[config.mk]
export PLATFORM = sky130hd
export DESIGN_NAME = slave_out_port
export DESIGN_NICKNAME = d
export VERILOG_FILES = /design/src/rtl/slave_out_port_pkg.sv /design/src/rtl/slave_out_port_bit_serializer.sv /design/src/rtl/slave_out_port.sv
export SDC_FILE = /design/constraint.sdc
export NUM_CORES = 1
export LEC_CHECK = 0
export BUFFER_PORTS_ARGS = -buffer_cell sky130_fd_sc_hd__buf_2
export CAP_MARGIN = 20
export CORE_MARGIN = 2
export CORE_UTILIZATION = 56
export CTS_CLUSTER_SIZE = 30
export DETAILED_ROUTE_END_ITERATION = 6
export PLACE_DENSITY = 0.85
export SYNTH_ARGS = -nofsm -noshare
export SYNTH_HDL_FRONTEND = slang
export SYNTH_SLANG_ARGS = --single-unit
export TNS_END_PERCENT = 50
[constraint.sdc]
create_clock -name clk -period 2.4 [get_ports clk]
set_clock_uncertainty 0.2 [all_clocks]
set_input_delay 0.48 -clock clk [delete_from_list [all_inputs] [get_ports clk]]
set_output_delay 0.48 -clock clk [all_outputs]
set_load 0.02 [all_outputs]
[src/rtl/slave_out_port_pkg.sv]
// Shared bus definitions for the master/slave port modules: default widths
// and the port FSM state encoding.
package slave_out_port_pkg;

  localparam int DEF_DATA_LEN  = 8;
  localparam int DEF_BURST_LEN = 12;
  localparam int DEF_ADDR_LEN  = 12;

  typedef enum logic [2:0] {
    IDLE      = 3'd0,
    FETCH     = 3'd1,
    HANDSHAKE = 3'd2,
    SEND      = 3'd3,
    DONE      = 3'd4
  } state_t;

  // Slot counter must reach DATA_LEN, one beyond the last data bit.
  function automatic int slot_width(input int data_len);
    return $clog2(data_len + 1);
  endfunction

endpackage

[src/rtl/slave_out_port_bit_serializer.sv]
// LSB-first word serializer: DATA_LEN+1 slots per word, last slot repeats the MSB.
module bit_serializer
  import slave_out_port_pkg::*;
#(
  parameter int DATA_LEN = DEF_DATA_LEN,
  parameter int SLOT_W   = slot_width(DATA_LEN)
) (
  input  logic                clk,
  input  logic                reset,
  input  logic                clear,
  input  logic                load,
  input  logic                start,
  input  logic                reload,
  input  logic                shift,
  input  logic [DATA_LEN-1:0] load_data,
  input  logic [DATA_LEN-1:0] reload_data,
  output logic                tx_data,
  output logic                last_slot,
  output logic [SLOT_W-1:0]   slot
);

  logic [DATA_LEN-1:0] sr;

  // Arithmetic right shift: once the MSB reaches bit 0 it stays there,
  // which gives the repeated MSB in the final slot for free.
  function automatic logic [DATA_LEN-1:0] asr(input logic [DATA_LEN-1:0] x);
    return {x[DATA_LEN-1], x[DATA_LEN-1:1]};
  endfunction

  assign last_slot = (slot == SLOT_W'(DATA_LEN));

  always_ff @(posedge clk or negedge reset) begin
    if (!reset) begin
      sr      <= '0;
      slot    <= '0;
      tx_data <= 1'b0;
    end else if (clear) begin
      sr      <= '0;
      slot    <= '0;
      tx_data <= 1'b0;
    end else if (load) begin
      sr <= load_data;
    end else if (start) begin
      tx_data <= sr[0];
      sr      <= asr(sr);
      slot    <= '0;
    end else if (reload) begin
      tx_data <= reload_data[0];
      sr      <= asr(reload_data);
      slot    <= '0;
    end else if (shift) begin
      tx_data <= sr[0];
      sr      <= asr(sr);
      slot    <= slot + SLOT_W'(1);
    end
  end

endmodule

[src/rtl/slave_out_port.sv]
// Slave output port: fetches a burst of words from slave memory and streams
// them serially to the master after a single valid/ready handshake.
//
// state     | meaning
// IDLE      | waiting for read_en; first read strobe issued combinationally
// FETCH     | first word arriving on mem_rdata, loaded into serializer
// HANDSHAKE | slave_valid held until master_ready
// SEND      | streaming slots; prefetching the next word in slots 0/1
// DONE      | one-cycle tx_done pulse, then back to IDLE
module slave_out_port
  import slave_out_port_pkg::*;
#(
  parameter int DATA_LEN  = DEF_DATA_LEN,
  parameter int BURST_LEN = DEF_BURST_LEN,
  parameter int ADDR_LEN  = DEF_ADDR_LEN
) (
  input  logic                 clk,
  input  logic                 reset,
  input  logic                 read_en,
  input  logic [ADDR_LEN-1:0]  start_addr,
  input  logic [BURST_LEN-1:0] burst_num,
  input  logic [DATA_LEN-1:0]  mem_rdata,
  input  logic                 master_ready,
  output logic                 mem_rd,
  output logic [ADDR_LEN-1:0]  mem_addr,
  output logic                 slave_valid,
  output logic                 tx_data,
  output logic                 tx_done,
  output logic                 busy
);

  localparam int SLOT_W = slot_width(DATA_LEN);

  state_t               state;
  logic [ADDR_LEN-1:0]  addr_q;
  logic [BURST_LEN-1:0] words_left;
  logic [DATA_LEN-1:0]  next_buf;
  logic                 mem_rd_q;
  logic                 accept;
  logic                 last_slot;
  logic [SLOT_W-1:0]    slot;
  logic                 more;

  // The first read must leave in the read_en cycle so the word is back by
  // the end of FETCH; every later strobe is registered.
  assign accept   = reset && (state == IDLE) && read_en;
  assign mem_rd   = mem_rd_q | accept;
  assign mem_addr = accept ? start_addr : addr_q;
  assign more     = (words_left != '0);

  bit_serializer #(
    .DATA_LEN (DATA_LEN),
    .SLOT_W   (SLOT_W)
  ) u_ser (
    .clk         (clk),
    .reset       (reset),
    .clear       ((state == SEND) && last_slot && !more),
    .load        (state == FETCH),
    .start       ((state == HANDSHAKE) && master_ready),
    .reload      ((state == SEND) && last_slot && more),
    .shift       ((state == SEND) && !last_slot),
    .load_data   (mem_rdata),
    .reload_data (next_buf),
    .tx_data     (tx_data),
    .last_slot   (last_slot),
    .slot        (slot)
  );

  always_ff @(posedge clk or negedge reset) begin
    if (!reset) begin
      state       <= IDLE;
      addr_q      <= '0;
      words_left  <= '0;
      next_buf    <= '0;
      mem_rd_q    <= 1'b0;
      slave_valid <= 1'b0;
      tx_done     <= 1'b0;
      busy        <= 1'b0;
    end else begin
      mem_rd_q <= 1'b0;
      case (state)
        IDLE: begin
          if (read_en) begin
            addr_q     <= start_addr;
            words_left <= burst_num;
            busy       <= 1'b1;
            state      <= FETCH;
          end
        end
        FETCH: begin
          slave_valid <= 1'b1;
          state       <= HANDSHAKE;
        end
        HANDSHAKE: begin
          if (master_ready) begin
            slave_valid <= 1'b0;
            state       <= SEND;
            if (more) begin
              mem_rd_q <= 1'b1;
              addr_q   <= addr_q + ADDR_LEN'(1);
            end
          end
        end
        SEND: begin
          if ((slot == SLOT_W'(1)) && more)
            next_buf <= mem_rdata;
          if (last_slot) begin
            if (more) begin
              words_left <= words_left - BURST_LEN'(1);
              if (words_left != BURST_LEN'(1)) begin
                mem_rd_q <= 1'b1;
                addr_q   <= addr_q + ADDR_LEN'(1);
              end
            end else begin
              tx_done <= 1'b1;
              state   <= DONE;
            end
          end
        end
        DONE: begin
          tx_done  <= 1'b0;
          busy     <= 1'b0;
          addr_q   <= '0;
          next_buf <= '0;
          state    <= IDLE;
        end
        default: state <= IDLE;
      endcase
    end
  end

endmodule
==> results of run 1 <==
power breakdown:
| group | total [mW] | internal, mW | switching (mW) |
|---|---|---|---|
| Clock | 0.655 | 0.342 | 0.314 |
| Combinational | 2.35 | 1.07 | 1.27 |
| Sequential | 1.60 | 1.25 | 0.352 |
| Total | 4.60 | 2.66 | 1.94 |
area by class of cell:
class / count / area share
clock buffers: 6 / 0.0211
clock inverters: 2 / 0.00990
inverters: 14 / 0.0134
multi-input cells: 259 / 0.449
flip-flops and latches: 52 / 0.332
well taps: 72 / 0.0230
repair buffers: 90 / 0.152
metrics by stage:
step	power, mW	hold WS (ns)	cell area (sq um)	worst slack (ns)
after floorplan	3.14	-0.0156	3140	0.0471
after global placement	3.65	0.276	3600	0.00457
after detailed placement	3.75	0.291	3600	-0.0445
after CTS	4.45	0.179	3810	-0.154
after global routing	4.91	0.205	3920	-0.210
final	4.60	0.144	3920	-0.156
cells by family after synthesis:
group / after synthesis
fa+ha+maj: 6
xor+xnor: 1
simple gates: 117
buf+inv: 33
compound gates: 114
flops: 52
mux: 21
routing by layer:
metal	track usage	vias up	part of all wire
met1	0.341	1451	0.44
met3	0.0534	11	0.052
li1	-	1433	-
met2	0.453	98	0.49
met5	0	-	0
met4	0.0931	0	0.014
Yosys cell counts, drive strengths merged, types with 6 or more instances:
cell type,count,area [sq um]
nor3,7,40.0
mux2i,8,80.1
buf,10,61.3
ha,6,75.1
a21oi,23,119
nand3,17,85.1
a22oi,18,135
a22o,10,87.6
nand2,27,101
o31ai,6,45.0
nor2,32,123
dfrtp,52,1300
inv,14,52.6
clkbuf,9,33.8
o21ai,32,160
mux2,13,146
flip-flops by register name, indices dropped and copies added (netlist names), 3 cells and up:
| name | count |
|---|---|
| addr_q | 12 |
| next_buf | 8 |
| state | 3 |
| u_ser.slot | 4 |
| u_ser.sr | 8 |
| words_left | 12 |
path summary, 6_finish.rpt:
check | start | end | slack (ns) | cells after the start
min | reset | addr_q[0]$_DFFE_PN0P_ | 0.14 | 2
max in group asynchronous | reset | state[2]$_DFFE_PN0P_ | 1.39 | 2
max reg2reg | state[1]$_DFFE_PN0P_ | words_left[8]$_DFFE_PN0P_ | -0.11 | 15
min reg2reg | u_ser.tx_data$_DFFE_PN0P_ | u_ser.tx_data$_DFFE_PN0P_ | 0.31 | 2
max | state[1]$_DFFE_PN0P_ | mem_addr[9] | -0.16 | 6
min in group clk | start_addr[0] | addr_q[0]$_DFFE_PN0P_ | 0.22 | 2
what timing repair did:
item / 4_1_cts / 5_1_grt
resized for setup: 20 / 21
pin swaps: 1 / 5
hold endpoints to repair: 0 / 0
buffers inserted: 8 / 3
setup endpoints to repair: 14 / 53
cloned: 0 / 1
==> Implementation_results.wiki, run 1 <==
{| class="wikitable"
! Metric !! Value
|-
| Deepest level of the CTS H-tree || 2
|-
| Final Max Tran Viols || 0
|-
| Violations in the final reports || setup timing
|-
| Total gr overflow || 0
|-
| Result of the run || finished, violations left
|-
| Post-synthesis cell area || 3140 sq um
|-
| Number of endpoints failing setup at the final stage || 21
|-
| Area added between synthesis and finish || 24.7%
|-
| Synth unique cells || 57
|-
| Maximum Capacitance Violations || 0
|-
| Clock period minus worst slack || 2.56 ns
|-
| Number of warning messages in the yosys log || 0
|-
| Mean routed wirelength per cell || 16.4 um
|-
| Longest Clk Path Bufs || 2
|-
| Worst slew pin tran || 0.652 ns
|-
| Initial DRC Count || 227
|-
| Main synth FF type || sky130_fd_sc_hd__dfrtp_1
|-
| Number of placed I/O pins || 53
|-
| Global-route wire length before repair || 13200 um
|-
| Vias after detailed routing || 2993
|-
| Final-layout setup total negative slack || -2.48 ns
|-
| Area share of fa/ha/maj cells after synthesis || 0.0239
|-
| Fraction of final layout cells sized beyond drive strength 1 || 0.324
|-
| Worst skew pair latency || 0.32 ns
|-
| Floorplan die width || 78.9 um
|-
| Critical path data arrival time || 1.88 ns
|-
| Detailed Routing Iterations Pass 1 || 5
|-
| CP Capture Type || output port
|-
| Number of enable flip-flop cells after synthesis || 0
|-
| TritonCTS Sinks || 52
|-
| Number of diodes || 0
|-
| Critical path's largest stage delay || 0.41 ns
|-
| Category of cells accounting for the largest share of critical-path delay || simple AND/OR/NAND/NOR gates
|-
| Initial Util || 0.574
|-
| Crit share post-route || 1.07
|-
| Dominant combinational cell family by area after synthesis || compound AO/OA/AOI/OAI gates
|-
| Peak supply drop || 678 uV
|-
| HPWL after detailed placement || 5350 um
|-
| Count of input and output buffers || 52
|-
| Total length of routed wires || 8110 um
|-
| DRC viols || 0
|-
| Achievable clock frequency || 0.391 GHz
|-
| Buffers plus inverters on the worst setup path || 2
|-
| Maximum number of pins on one net before global-route repair || 53
|-
| Multi-input logic area || 1760 sq um
|-
| TritonCTS clock tree || built
|-
| Startpoint type of the worst setup path || flop
|-
| Num CTS Buffers || 5
|-
| Number of standard cells in the layout, taps in and fillers out || 495
|-
| Core Util, Final || 0.716
|-
| Total nets after synthesis || 386
|-
| Post-Synthesis Cells || 344
|-
| Post-route antenna net violation count || 0
|-
| GP Congestion || 0.884
|-
| Ordered list of cells on the worst path || or3b_4 > nor2_4 > nand2_2 > buf_12 > mux2_2 > buf_2
|-
| Setup ws final || -0.156 ns
|-
| Via-to-Cell Ratio || 6.05
|-
| Fraction of registers with async set/reset || 1.00
|-
| Class of the tightest hold or removal check || in2async
|-
| Power Dens Cells || 1170 nW/um^2
|-
| Initial antenna violation count || 0
|-
| Static power due to leakage || 1.83 nW
|-
| Library cell contributing the largest single delay on the critical path || sky130_fd_sc_hd__or3b_4
|-
| Die area || 6230 sq um
|-
| RSZ-0062 raised after global routing || yes
|-
| Required time of the critical path || 1.72 ns
|-
| Worst slew margin relative to its limit || 0.565
|-
| Number of flip-flops and latches in the synthesized netlist || 52
|-
| Die outline height || 78.9 um
|-
| Synthesized-area fraction occupied by and/or/nand/nor cells || 0.198
|-
| Core Area || 5470 sq um
|-
| Syn avg cell area || 9.13 sq um
|-
| Area fraction in compound gates after synthesis || 0.242
|-
| CTS clock-pin slew for the worst setup and hold paths || 0.11 ns
|-
| Most common library cell in the layout ignoring fill and taps || sky130_fd_sc_hd__dfrtp_1
|-
| Flip-flop and latch area || 1300 sq um
|-
| Total number of nets in the final design || 464
|-
| Largest fanout on the critical path || 13
|-
| Hold Fails Final Rpt || 0
|-
| Hold buffers post-CTS || 0
|-
| Most frequent cells in the layout || sky130_fd_sc_hd__dfrtp_1, sky130_fd_sc_hd__buf_2, sky130_fd_sc_hd__buf_4
|-
| Mux contribution to synthesized area || 0.0721
|-
| Cell chosen for the clock root || sky130_fd_sc_hd__clkbuf_8
|-
| Row Count || 27
|-
| Post-Synth XOR/XNOR Area || 0.00279
|-
| Classification of the worst setup path || reg2out
|-
| Number of global-route vias before repair || 2903
|-
| GRT Resource Usage Total || 0.267
|-
| Number of placed instances, taps included || 475
|-
| Share of synthesized area occupied by flip-flops and latches || 0.414
|-
| Fill cell count || 402
|}
Power figures use the tool's default switching activity.
==> run 2: changes to the inputs <==
- CORE_UTILIZATION: 56 -> 58
- CTS_BUF_LIST: not set -> sky130_fd_sc_hd__clkbuf_4
- PLACE_DENSITY: 0.85 -> 0.87
==> Implementation_results.wiki, run 2 (synthesis gave the netlist of run 1 again) <==
{| class="wikitable"
! Metric !! Value
|-
| Via-to-Cell Ratio || 6.16 (+1.8%)
|-
| Power Dens Cells || 1140 nW/um^2 (-2.8%)
|-
| GRT Resource Usage Total || 0.270 (+0.00336)
|-
| Reg-to-Reg End || addr_q[9]$_DFFE_PN0P_
|-
| Post-route antenna net violation count || 0 (unchanged)
|-
| Number of placed I/O pins || 53 (unchanged)
|-
| Final Max Tran Viols || 0 (unchanged)
|-
| Area added between synthesis and finish || 20.5%
|-
| Regs by FF count || addr_q: 12 flops, words_left: 12 flops
|-
| Number of standard cells in the layout, taps in and fillers out || 485 (-2.0%)
|-
| TritonCTS clock tree || built
|-
| Setup ws final || -0.262 ns (-0.106 ns)
|-
| DRC viols || 0 (unchanged)
|-
| Critical path data arrival time || 1.98 ns (+0.10 ns)
|-
| Hold Fails Final Rpt || 0 (unchanged)
|-
| Die area || 6020 sq um (-3.3%)
|-
| Mean routed wirelength per cell || 16.5 um (+0.69%)
|-
| TritonCTS Sinks || 52 (unchanged)
|-
| Worst skew pair latency || 0.37 ns (+0.05 ns)
|-
| Count of input and output buffers || 52 (unchanged)
|-
| Clock period minus worst slack || 2.66 ns (+0.106 ns)
|-
| Category of cells accounting for the largest share of critical-path delay || simple AND/OR/NAND/NOR gates
|-
| Number of global-route vias before repair || 2943 (+1.4%)
|-
| Initial DRC Count || 244 (+7.5%)
|-
| Static power due to leakage || 1.76 nW (-4.1%)
|-
| Fraction of final layout cells sized beyond drive strength 1 || 0.296 (-0.0275)
|-
| CP Capture Type || output port
|-
| Die outline height || 77.6 um (-1.6%)
|-
| Required time of the critical path || 1.72 ns (about the same)
|-
| Crit share post-route || 1.11 (+0.0440)
|-
| Num CTS Buffers || 5 (unchanged)
|-
| Deepest level of the CTS H-tree || 2 (unchanged)
|-
| Ordered list of cells on the worst path || or3b_4 > nor2_4 > nand2_2 > buf_12 > mux2_2 > buf_2
|-
| GP Congestion || 0.891 (+0.85%)
|-
| Total gr overflow || 0 (unchanged)
|-
| Achievable clock frequency || 0.376 GHz (-4.0%)
|-
| Worst slew pin tran || 0.669 ns (+0.0169 ns)
|-
| Vias after detailed routing || 2986 (-0.23%)
|-
| Result of the run || finished, violations left
|-
| Initial Util || 0.607 (+0.0333)
|-
| Maximum Capacitance Violations || 0 (unchanged)
|-
| Startpoint type of the worst setup path || flop
|-
| Violations in the final reports || setup timing
|-
| RSZ-0062 raised after global routing || yes
|-
| Global-route wire length before repair || 13200 um (-0.31%)
|-
| Number of endpoints failing setup at the final stage || 13 (-38%)
|-
| Buffers plus inverters on the worst setup path || 2 (unchanged)
|-
| Row Count || 26 (-3.7%)
|-
| Hold buffers post-CTS || 0 (unchanged)
|-
| Total placed instance area || 3610 sq um (about the same)
|-
| Core Area || 5170 sq um (-5.5%)
|-
| Longest Clk Path Bufs || 2 (unchanged)
|-
| Largest fanout on the critical path || 13 (unchanged)
|-
| Maximum number of pins on one net before global-route repair || 53 (unchanged)
|-
| Detailed Routing Iterations Pass 1 || 7 (+2)
|-
| Initial antenna violation count || 0 (unchanged)
|-
| Setup slack on the worst flop-to-flop path || 0.09 ns (+0.20 ns)
|-
| Number of diodes || 0 (unchanged)
|-
| Library cell contributing the largest single delay on the critical path || sky130_fd_sc_hd__dfrtp_1
|-
| Worst slew margin relative to its limit || 0.554 (-0.0112)
|-
| Floorplan die width || 77.6 um (-1.6%)
|-
| Peak supply drop || 665 uV (-2.0%)
|-
| HPWL after detailed placement || 5520 um (+3.1%)
|-
| Total number of nets in the final design || 456 (-1.7%)
|-
| Post-layout instance area || 3790 sq um (-3.4%)
|-
| Most frequent cells in the layout || sky130_fd_sc_hd__dfrtp_1, sky130_fd_sc_hd__buf_2, sky130_fd_sc_hd__nor2_1, sky130_fd_sc_hd__o21ai_0, sky130_fd_sc_hd__buf_4
|-
| Critical path's largest stage delay || 0.43 ns (+0.02 ns)
|-
| Beginning of the worst register-to-register path || state[1]$_DFFE_PN0P_
|-
| Class of the tightest hold or removal check || in2async
|-
| Total length of routed wires || 8000 um (-1.3%)
|-
| CTS clock-pin slew for the worst setup and hold paths || 0.16 ns (+0.05 ns)
|-
| Most common library cell in the layout ignoring fill and taps || sky130_fd_sc_hd__dfrtp_1
|-
| Classification of the worst setup path || reg2out
|-
| Reg2Reg Depth || 8 (-7)
|-
| Cell chosen for the clock root || sky130_fd_sc_hd__clkbuf_4
|-
| Number of placed instances, taps included || 472 (-0.63%)
|}
## run 2: final cells by class
class / instances / area [sq um]
Fill cell: 381 / 1390
Sequential cell: 52 / 1300
Timing Repair Buffer: 82 / 554
Clock buffer: 6 / 45.0
Inverter: 14 / 52.6
Multi-Input combinational cell: 259 / 1730
Clock inverter: 2 / 16.3
Tap cell: 70 / 87.6
## run 2: worst max path at each step
stage / startpoint / to / cells past startpoint
finish: state[1]$_DFFE_PN0P_ / mem_addr[5] / 6
global route: state[1]$_DFFE_PN0P_ / mem_addr[11] / 6
CTS: state[1]$_DFFE_PN0P_ / mem_addr[5] / 6
floorplan: state[0]$_DFFE_PN0P_ / mem_addr[10] / 6
global placement: read_en / mem_addr[4] / 7
detailed placement: read_en / mem_addr[5] / 7
## run 2: layer usage
layer  track usage  wire, um  vias to the layer above
li1              -         -                     1409
met1         0.348      3450                     1460
met2         0.464      4070                      107
met3        0.0500       390                       10
met4        0.0768        96                        0
met5             0         0                        -
## run 2: stage by stage
stage / worst slack (ns) / hold WS, ns / setup TNS (ns) / util / power, mW
finish: -0.262 / 0.0952 / -3.12 / 0.732 / 4.32
CTS: -0.241 / 0.101 / -2.79 / 0.716 / 4.21
global route: -0.314 / 0.125 / -3.94 / 0.732 / 4.65
detailed placement: -0.0331 / 0.299 / -0.302 / 0.697 / 3.77
floorplan: 0.0471 / -0.0156 / 0 / - / 3.14
global placement: 0.00307 / 0.278 / 0 / 0.697 / 3.65
## run 2: what timing repair did
item,CTS,global route
pin swaps,0,2
setup buffers,2,3
endpoints found under the setup margin,13,51
resized for setup,6,17
## run 2: power by group
group | internal, mW | total [mW] | leakage (nW) | switching, mW
Combinational | 1.08 | 2.30 | 1.08 | 1.22
Clock | 0.129 | 0.418 | 0.0319 | 0.289
Sequential | 1.24 | 1.60 | 0.646 | 0.359
